<file path="src/rtl/tcdm_arb_pkg.sv">
// rtl/tcdm_arb_pkg.sv - shared widths, helpers and request type for the TCDM port arbiter
package tcdm_arb_pkg;

    localparam int unsigned DEF_AW = 32;
    localparam int unsigned DEF_DW = 32;

    // A single requester still needs a 1-bit index so vectors stay legal.
    function automatic int unsigned idx_w(input int unsigned n);
        return (n > 1) ? $clog2(n) : 1;
    endfunction

    function automatic int unsigned occ_w(input int unsigned depth);
        return $clog2(depth) + 1;
    endfunction

    typedef struct packed {
        logic [DEF_AW-1:0]   add;
        logic                wen;
        logic [DEF_DW/8-1:0] be;
        logic [DEF_DW-1:0]   data;
    } tcdm_req_t;

endpackage

</file>
<file path="src/rtl/tcdm_arb_id_fifo.sv">
// rtl/tcdm_arb_id_fifo.sv - in-order FIFO of requester IDs for outstanding transactions
module tcdm_arb_id_fifo #(
    parameter int unsigned DEPTH = 4,
    parameter int unsigned IDW   = 1,
    parameter int unsigned OW    = $clog2(DEPTH) + 1
) (
    input  logic           clk_i,
    input  logic           rst_ni,
    input  logic           push_i,
    input  logic [IDW-1:0] id_i,
    input  logic           pop_i,
    output logic [IDW-1:0] id_o,
    output logic           full_o,
    output logic           empty_o,
    output logic [OW-1:0]  occ_o
);

    localparam int unsigned PW = (DEPTH > 1) ? $clog2(DEPTH) : 1;

    logic [IDW-1:0] mem_q [DEPTH];
    logic [IDW-1:0] mem_d [DEPTH];
    logic [PW-1:0]  wptr_q, wptr_d;
    logic [PW-1:0]  rptr_q, rptr_d;
    logic [OW-1:0]  occ_q, occ_d;

    // Explicit wrap keeps non-power-of-two-safe behaviour and pins DEPTH=1 at slot 0.
    function automatic logic [PW-1:0] ptr_inc(input logic [PW-1:0] p);
        return (p == PW'(DEPTH - 1)) ? '0 : p + 1'b1;
    endfunction

    always_comb begin
        mem_d  = mem_q;
        wptr_d = wptr_q;
        rptr_d = rptr_q;
        occ_d  = occ_q;
        if (push_i) begin
            mem_d[wptr_q] = id_i;
            wptr_d        = ptr_inc(wptr_q);
        end
        if (pop_i) begin
            rptr_d = ptr_inc(rptr_q);
        end
        case ({push_i, pop_i})
            2'b10:   occ_d = occ_q + 1'b1;
            2'b01:   occ_d = occ_q - 1'b1;
            default: occ_d = occ_q;
        endcase
    end

    always_ff @(posedge clk_i) begin
        if (!rst_ni) begin
            wptr_q <= '0;
            rptr_q <= '0;
            occ_q  <= '0;
        end else begin
            wptr_q <= wptr_d;
            rptr_q <= rptr_d;
            occ_q  <= occ_d;
        end
    end

    always_ff @(posedge clk_i) begin
        mem_q <= mem_d;
    end

    assign id_o    = mem_q[rptr_q];
    assign full_o  = (occ_q == OW'(DEPTH));
    assign empty_o = (occ_q == '0);
    assign occ_o   = occ_q;

endmodule

</file>
<file path="src/rtl/tcdm_rr_port_arbiter.sv">
// rtl/tcdm_rr_port_arbiter.sv - round-robin arbiter sharing one TCDM port with in-order response routing
module tcdm_rr_port_arbiter
    import tcdm_arb_pkg::*;
#(
    parameter int unsigned NR      = 2,
    parameter int unsigned AW      = 32,
    parameter int unsigned DW      = 32,
    parameter int unsigned MAX_OUT = 4
) (
    input  logic                      clk_i,
    input  logic                      rst_ni,
    input  logic [NR-1:0]             in_req,
    input  logic [NR-1:0][AW-1:0]     in_add,
    input  logic [NR-1:0]             in_wen,
    input  logic [NR-1:0][DW/8-1:0]   in_be,
    input  logic [NR-1:0][DW-1:0]     in_data,
    output logic [NR-1:0]             in_gnt,
    output logic [NR-1:0][DW-1:0]     in_r_data,
    output logic [NR-1:0]             in_r_valid,
    output logic                      out_req,
    output logic [AW-1:0]             out_add,
    output logic                      out_wen,
    output logic [DW/8-1:0]           out_be,
    output logic [DW-1:0]             out_data,
    input  logic                      out_gnt,
    input  logic [DW-1:0]             out_r_data,
    input  logic                      out_r_valid,
    output logic [$clog2(MAX_OUT):0]  outstanding_o,
    output logic                      err_o
);

    localparam int unsigned IW = idx_w(NR);
    localparam int unsigned OW = occ_w(MAX_OUT);

    logic [IW-1:0] rr_ptr_q, rr_ptr_d;
    logic [IW-1:0] lock_idx_q, lock_idx_d;
    logic          lock_q, lock_d;
    logic          err_q, err_d;
    logic [IW-1:0] sel;
    logic          found;
    logic          full, empty, push, pop;
    logic [IW-1:0] head_id;
    logic [OW-1:0] occ;

    function automatic logic [IW-1:0] wrap_idx(input int unsigned base, input int unsigned off);
        return IW'((base + off) % NR);
    endfunction

    always_comb begin
        sel   = rr_ptr_q;
        found = 1'b0;
        for (int unsigned i = 0; i < NR; i++) begin
            if (!found && in_req[wrap_idx(32'(rr_ptr_q), i)]) begin
                sel   = wrap_idx(32'(rr_ptr_q), i);
                found = 1'b1;
            end
        end
        // A stalled master keeps the port until its transfer completes.
        if (lock_q) begin
            sel = lock_idx_q;
        end
    end

    // full comes from registered occupancy only, so out_r_valid never reaches out_req.
    assign out_req  = rst_ni & in_req[sel] & ~full;
    assign out_add  = in_add[sel];
    assign out_wen  = in_wen[sel];
    assign out_be   = in_be[sel];
    assign out_data = in_data[sel];
    assign push     = out_req & out_gnt;
    assign in_gnt   = push ? (NR'(1) << sel) : '0;

    assign pop        = rst_ni & out_r_valid & ~empty;
    assign in_r_valid = pop ? (NR'(1) << head_id) : '0;
    assign in_r_data  = {NR{out_r_data}};

    always_comb begin
        rr_ptr_d   = rr_ptr_q;
        lock_d     = 1'b0;
        lock_idx_d = lock_idx_q;
        if (push) begin
            rr_ptr_d = wrap_idx(32'(sel), 1);
        end else if (out_req) begin
            lock_d     = 1'b1;
            lock_idx_d = sel;
        end
        err_d = err_q | (out_r_valid & empty);
    end

    always_ff @(posedge clk_i) begin
        if (!rst_ni) begin
            rr_ptr_q   <= '0;
            lock_q     <= 1'b0;
            lock_idx_q <= '0;
            err_q      <= 1'b0;
        end else begin
            rr_ptr_q   <= rr_ptr_d;
            lock_q     <= lock_d;
            lock_idx_q <= lock_idx_d;
            err_q      <= err_d;
        end
    end

    tcdm_arb_id_fifo #(
        .DEPTH (MAX_OUT),
        .IDW   (IW),
        .OW    (OW)
    ) u_id_fifo (
        .clk_i   (clk_i),
        .rst_ni  (rst_ni),
        .push_i  (push),
        .id_i    (sel),
        .pop_i   (pop),
        .id_o    (head_id),
        .full_o  (full),
        .empty_o (empty),
        .occ_o   (occ)
    );

    assign outstanding_o = occ;
    assign err_o         = err_q;

endmodule

</file>
<file path="config.mk">
export PLATFORM = sky130hd
export DESIGN_NAME = tcdm_rr_port_arbiter
export DESIGN_NICKNAME = d
export VERILOG_FILES = /design/src/rtl/tcdm_arb_pkg.sv /design/src/rtl/tcdm_arb_id_fifo.sv /design/src/rtl/tcdm_rr_port_arbiter.sv
export SDC_FILE = /design/constraint.sdc
export NUM_CORES = 1
export LEC_CHECK = 0
export CAP_MARGIN = 40
export CELL_PAD_IN_SITES_DETAIL_PLACEMENT = 0
export CELL_PAD_IN_SITES_GLOBAL_PLACEMENT = 2
export CORE_MARGIN = 1.5
export CORE_UTILIZATION = 11
export CTS_BUF_LIST = sky130_fd_sc_hd__clkbuf_16
export CTS_CLUSTER_DIAMETER = 200
export DETAILED_ROUTE_END_ITERATION = 12
export GPL_TIMING_DRIVEN = 0
export PLACE_DENSITY = 0.84
export SETUP_SLACK_MARGIN = 0.1
export SYNTH_ARGS = -nofsm -noshare
export SYNTH_HDL_FRONTEND = slang
export SYNTH_SLANG_ARGS = --single-unit
</file>
<file path="constraint.sdc">
create_clock -name clk_i -period 6.4 [get_ports clk_i]
set_input_delay 0.64 -clock clk_i [delete_from_list [all_inputs] [get_ports clk_i]]
set_output_delay 0.64 -clock clk_i [all_outputs]
set_load 0.01 [all_outputs]
</file>
# [Word level (Yosys, flattened, before mapping)]
# Cells that the tools add are included.
[classes] bitwise_logic=13 eq_ne=5 n_mul=0 mux=29 shift=2 magnitude_cmp=6 n_div=0 add_sub_neg=6 reduce_logical=7
[ops] cell="$mux W32" n=4
[ops] cell="$mux W1" n=15
[ops] cell="$mux W2" n=4
[ops] cell="$mux W4" n=2
[ops] cell="$and A1 B1 Y1" n=6
[ops] cell="$eq A2 B2 Y1 const B" n=3
[ops] cell="$ge A3 B3 Y1 const B" n=2
[ops] cell="$lt A1 B2 Y1 const B" n=3
[ops] cell="$not A2 Y3" n=2
[ops] cell="$pmux W3 S2" n=1
[ops] cell="$add A2 B1 Y2 const B" n=2
[ops] cell="$bwmux W4" n=1
[ops] cell="$not A1 Y1" n=4
[ops] cell="$shl A1 B1 Y2 const A" n=2
[ops] cell="$add A3 B1 Y3 const B" n=1
[ops] cell="$eq A3 B3 Y1 const B" n=1
[ops] cell="$logic_not A3 Y1" n=1
[ops] cell="$lt A3 B1 Y1 const B" n=1
[ops] cell="$sub A3 B1 Y3 const B" n=1
[ops] cell="$add A1 B1 Y1 const B" n=2
[ops] cell="$bmux W1 S2" n=1
[ops] cell="$demux W1 S2" n=1
[ops] cell="$eq A2 B1 Y1 const B" n=1
[ops] cell="$logic_and A1 B1 Y1" n=2
[ops] cell="other kinds (5)" n=5
[totals] elab_cells=79 latch_bits=0 regBits=15 mem_count=0 ram_bits=0 romBits=0 in_bits=176

# [Logic depth before layout (Yosys ltp)]
[depth] depth_word=14 ltp_mapped=10 mapped_depth_nobuf=9

# [By module]
# A second synthesis with hierarchy kept.
[hier_totals] cells_unflattened=223 area_unflattened_um2=2149.6
[modules_own_cells] mod="tcdm_rr_port_arbiter" cells_each=173 seq_area_each_um2=80.1 area_each_um2=1585.3 n_inst=1
[modules_own_cells] mod="tcdm_arb_id_fifo" cells_each=50 seq_area_each_um2=260.2 area_each_um2=564.3 n_inst=1

# [Worst setup path after synthesis]
# OpenSTA, ideal clock, no wires.
[synth_path] path_type="input port to flip-flop" startpoint="input port in_req[0]" endpoint="register u_id_fifo.occ_q[2], in the netlist u_id_fifo.occ_o[2]" stages=10 t_arrival_ns=2.487 slack_ns=3.837 t_required_ns=6.324 path_buffers=1 cell_sequence="or3b_1 o2111a_1 buf_6 nand2_4 ha_1 inv_1 fa_1 xor2_1 or3_1 a21boi_0"
[synth_via] elab_chain_len=14 elab_cells_between_ends=18 cone_classes="eq/ne (2); mux (10); bitwise (3); reduce/logical (3)"
[synth_lines] element="start, declared" line_no="tcdm_rr_port_arbiter.sv:12" rtl="input logic [NR-1:0] in_req,"
[synth_lines] element="$mux W1 (not written as such) (2 in a row)" line_no="tcdm_rr_port_arbiter.sv:53" rtl="if (!found && in_req[wrap_idx(32'(rr_ptr_q), i)]) begin"
[synth_lines] element="$mux W1" line_no="tcdm_rr_port_arbiter.sv:53"
[synth_lines] element="$logic_not A1 Y1" line_no="tcdm_rr_port_arbiter.sv:53"
[synth_lines] element="$logic_and A1 B1 Y1" line_no="tcdm_rr_port_arbiter.sv:53"
[synth_lines] element="$mux W1" line_no="tcdm_rr_port_arbiter.sv:53"
[synth_lines] element="$mux W1" line_no="tcdm_rr_port_arbiter.sv:59" rtl="if (lock_q) begin"
[synth_lines] element="$mux W1 (not written as such) (*) (2 in a row)" line_no="tcdm_rr_port_arbiter.sv:65" rtl="assign out_req = rst_ni & in_req[sel] & ~full;"
[synth_lines] element="$and A1 B1 Y1 (*) (2 in a row)" line_no="tcdm_rr_port_arbiter.sv:65"
[synth_lines] element="net out_req" line_no="tcdm_rr_port_arbiter.sv:20" rtl="output logic out_req,"
[synth_lines] element="$and A1 B1 Y1 (*)" line_no="tcdm_rr_port_arbiter.sv:70" rtl="assign push = out_req & out_gnt;"
[synth_lines] element="$eq A2 B1 Y1 / $eq A2 B2 Y1 (equally long branches)" line_no="tcdm_arb_id_fifo.sv:43" rtl="case ({push_i, pop_i})"
[synth_lines] element="$pmux W3 S2 / $reduce_bool A2 Y1 (equally long branches)"
[synth_lines] element="end signal, assigned" line_no="tcdm_arb_id_fifo.sv:54" rtl="occ_q <= '0;"
[synth_lines] element="end signal, assigned" line_no="tcdm_arb_id_fifo.sv:58" rtl="occ_q <= occ_d;"
[synth_lines] element="end, declared" line_no="tcdm_arb_id_fifo.sv:24" rtl="logic [OW-1:0] occ_q, occ_d;"
# The timed path passes the listed nets; every way through them passes the cells marked *. The select of a mux whose other input is x is not followed.
# A chain may end at the register's enable or synchronous reset.

# [Final worst setup path]
[layout_path] startpoint="input port in_req[0]" endpoint="output port out_be[0]"
[layout_via] elab_chain_len=9 elab_cells_between_ends=11 cone_classes="mux (9); reduce/logical (2)"
[layout_lines] element="$mux W1 (not written as such) (2 in a row)" line_no="tcdm_rr_port_arbiter.sv:53"
[layout_lines] element="$mux W1" line_no="tcdm_rr_port_arbiter.sv:53"
[layout_lines] element="$logic_not A1 Y1" line_no="tcdm_rr_port_arbiter.sv:53"
[layout_lines] element="$logic_and A1 B1 Y1 (*)" line_no="tcdm_rr_port_arbiter.sv:53"
[layout_lines] element="$mux W1 (*)" line_no="tcdm_rr_port_arbiter.sv:53"
[layout_lines] element="$mux W1 (*)" line_no="tcdm_rr_port_arbiter.sv:59"
[layout_lines] element="$mux W4 (not written as such) (*) (2 in a row)" line_no="tcdm_rr_port_arbiter.sv:68" rtl="assign out_be = in_be[sel];"
[layout_lines] element="end, declared" line_no="tcdm_rr_port_arbiter.sv:23" rtl="output logic [DW/8-1:0] out_be,"
# Every way passes the cells marked *; elsewhere a longest branch is shown, timed or not. The select of a mux whose other input is x is not followed.

==> metrics.md <==
| Metric | Value |
|---|---|
| Peak VDD IR | `0.0844 mV` |
| First-pass GRT wire length | `16000 um` |
| Crit-path cells | `clkdlybuf4s50_1 -> a21boi_1 -> o31ai_2 -> buf_4 -> buf_6 -> mux2_1 -> clkdlybuf4s50_1` |
| Drt drc | `0` |
| Die ar. | `20300 um^2` |
| Met2 usage | `20.6%` |
| Met1 Track Usage GR | `11.8%` |
| Cts repair resizes | `0` |
| Worst r2r src | `u_id_fifo.occ_o[2]` |
| Tot GR Track Use | `10.5%` |
| Final nets | `~700` |
| Starting Density | `11.3%` |
| Worst-Margin Slew | `470 ps` |
| Hold Buf Count CTS | `0` |
| Worst path arrival time | `between 2000 and 3000 ps` |
| Syn nets | `403` |
| Die width | `143 um` |
| Hold path cells | `2` |
| Slew headroom | `between 60% and 70%` |
| Drt via density | `roughly 3.4` |
| Compound-cell area share of the yosys netlist | `about 4.4%` |
| Vias | `2585` |
| Skew final | `1.90 ps` |
| Reg2Reg Setup Slack | `3910 ps` |
| Synth-to-Final Area Change | `152%` |
| IO Pins | `318` |
| Fin. Hold Viols | `0` |
| Critical path launch point type | `primary input` |
| Largest family of logic cells by synthesized area | `multiplexers` |
| TritonCTS clock tree | `done` |
| Placement Setup Slack | `2820 ps` |
| Rows | `50` |
| Ratio of cells with drive above 1 in the final layout | `between 10% and 20%` |
| Pin count of the biggest net entering global routing | `14` |
| Antenna violations before repair | `0` |
| Die Y | `~140 um` |
| Gr busiest metal | `met2` |
| Area share of fa/ha/maj cells after synthesis | `under 10%` |
| Mean post-synth cell area | `9.74 um^2` |
| CORE AREA | `about 19000 um^2` |
| Seq/Total Area, Yosys | `15.9%` |
| Synth warn | `0` |
| Leakage | `2.11 nW` |
| R2r worst-path depth | `10` |
| Simple-gate share of the synthesized area | `between 7 and 8%` |
| Max-Cap Viols | `0` |
| RSZ-0062 raised after global routing | `no` |
| Critical Setup Path Class | `in2out` |
| Clock-pin slew on the worst setup and hold paths | `50 ps` |
| Final setup vio count | `0` |
| Crit path top cell by count | `clkdlybuf4s50_1` |
| Cts bufs inserted | `3` |
| Setup TNS | `0 ps` |
| Mux share of post-synthesis cell area | `38.3%` |
| CTS Sinks | `15` |
| Fillcell total | `1978` |
| Setup WS post-layout | `2840 ps` |
| Library cells used by synthesis | `36` |
| Drt first-iter violations | `24` |
| Highest net fanout along the worst path | `10` |
| Number of global-route vias before repair | `2585` |
| Synthesized area | `2140 um^2` |
| Slew Viols, Final | `0` |
| Max incr delay on CP | `approximately 530 ps` |
| Root Buffer Master | `clkbuf_16` |
| Peak Freq | `281 MHz` |
| Gr ovfl total | `0` |
| Reg2reg end | `u_id_fifo.occ_o[2]` |
| Dpl cell area | `5320 um^2` |
| Power Dens Cells | `between 100 and 150 nW/um^2` |
| Storage element area | `340 um^2` |
| Post-Route WL | `approximately 12000 um` |
| Required @ worst endpoint | `around 5800 ps` |
| WHS Endpoint | `lock_idx_q` |
| HPWL Detailed | `approximately 11000 um` |
| Hold_ws | `487 ps` |
| Clock Tree Buf Depth | `2` |
| Hold WC Path Type | `reg2reg` |
| Footprint of the multi-input gates | `1190 um^2` |
| Setup Fix Bufs, Post-CTS | `0` |
| Final ANT Viol Nets | `0` |
| Layout Utilization | `28.6%` |
| Drt first pass iters | `4` |
| Met3 Usage GRT | `2.05%` |
| Synth Area in XOR/XNOR | `0.818%` |
| Register bit count reported by yosys | `15` |
| Worst Hold Launch | `lock_idx_q` |
| PortBufs | `285` |
| Post-route cell area | `5400 um^2` |
| Gpl congestion | `0.658` |
| Drt wl/cell | `15.7 um` |
| Clock latency at the later pin of the worst-skew pair | `250 ps` |
| Status | `finished clean` |
| Crit-path slowest cell | `clkdlybuf4s50_1` |
| Post-layout min period | `3560 ps` |
| Number of antenna repair diodes | `0` |
| Setup crit end kind | `primary output` |
| Max H-tree Level | `1` |
| Tcrit/Tclk final | `55.6%` |
| Mapped Cells | `220` |
==> cells by family (layout without fill, tap and decap cells) <==
| family | Yosys count | count (layout) |
|---|---|---|
| mux | 72 | 72 |
| simple gates | 28 | 28 |
| compound gates | 13 | 13 |
| fa+ha+maj | 7 | 7 |
| xor+xnor | 2 | 2 |
| flops | 15 | 15 |
| buf+inv | 83 | 372 |
==> state kept, by name (all words and copies together), names as in the netlist <==
name,count
err_o,1
u_id_fifo.occ_o,3
u_id_fifo.rptr_q,2
u_id_fifo.wptr_q,2
lock_idx_q,1
rr_ptr_q,1
u_id_fifo.mem_q,4
lock_q,1
==> cell usage in the layout, fill, tap and decap left out, types with 3 or more instances in the layout <==
| master | netlist | routed |
|---|---|---|
| buf_6 | 7 | 7 |
| clkdlybuf4s50_1 | 0 | 285 |
| mux2_2 | 14 | 14 |
| mux2_1 | 55 | 55 |
| inv_1 | 9 | 9 |
| edfxtp_1 | 4 | 4 |
| dfxtp_1 | 11 | 11 |
| o21ai_0 | 3 | 3 |
| clkbuf_16 | 0 | 3 |
| ha_1 | 6 | 6 |
| and3_1 | 4 | 4 |
| buf_4 | 65 | 65 |
| nand2_1 | 6 | 6 |
| nor2_1 | 4 | 4 |
==> worst max path at each step <==
stage | startpoint | endpoint | depth (start not counted)
2_1_floorplan | in_req[0] | u_id_fifo.occ_o[2] | 10
3_3_place_gp | in_req[1] | out_data[20] | 7
3_5_place_dp | in_req[0] | out_be[0] | 7
4_1_cts | in_req[0] | out_be[0] | 7
5_1_grt | in_req[0] | out_be[0] | 7
6_report | in_req[0] | out_be[0] | 7
==> cells in the mapped netlist (all sizes together) <==
cell    instances  area [um^2]
buf            73          572
mux2           69          777
dfxtp          11          220
inv             9         33.8
nand2           7         33.8
ha              6         75.1
and3            4         25.0
edfxtp          4          120
nor2            4         15.0
o21ai           4         20.0
a21boi          3         22.5
nor2b           3         26.3
a21oi           2         10.0
and2            2         12.5
mux2i           2         20.0
nand3           2         10.0
nand3b          2         15.0
o31ai           2         20.0
or3b            2         17.5
a41o            1         10.0
clkbuf          1         3.75
fa              1         20.0
mux4            1         22.5
nor3            1         5.00
o2111a          1         11.3
or3             1         6.26
xnor2           1         8.76
xor2            1         8.76
==> through the flow <==
stage | power (W) | instances
after floorplan | 0.000281 | 220
after global placement | 0.000542 | 765
after detailed placement | 0.000545 | 765
after CTS | 0.000670 | 769
after global routing | 0.000697 | 769
final | 0.000659 | 769
==> per-layer routing <==
metal	up-vias	routed length (um)
li1	1273	-
met1	1195	4460
met2	113	6660
met3	4	944
met4	0	38
met5	-	0
==> cell type report <==
class / count / share of cell area, %
clock buffer: 3 / 1.39
timing repair buffer: 285 / 52.8
buffer: 74 / 10.7
sequential: 15 / 6.30
tap: 260 / 6.02
inverter: 9 / 0.626
multi-input combinational: 122 / 22.1
clock inverter: 1 / 0.0927
==> critical path, delay by kind of cell <==
kind                   cells  cell delay, ps
AOI/OAI and AO/OA          2             370
buffers and inverters      4            1450
muxes                      1             450
==> power breakdown <==
part	switching, W	leakage (nW)	internal [W]
Sequential	0.00000649	0.127	0.000105
Combinational	0.000148	1.95	0.000278
Clock	0.0000381	0.0409	0.0000834
Note: power is estimated with default switching activity, not from simulation.
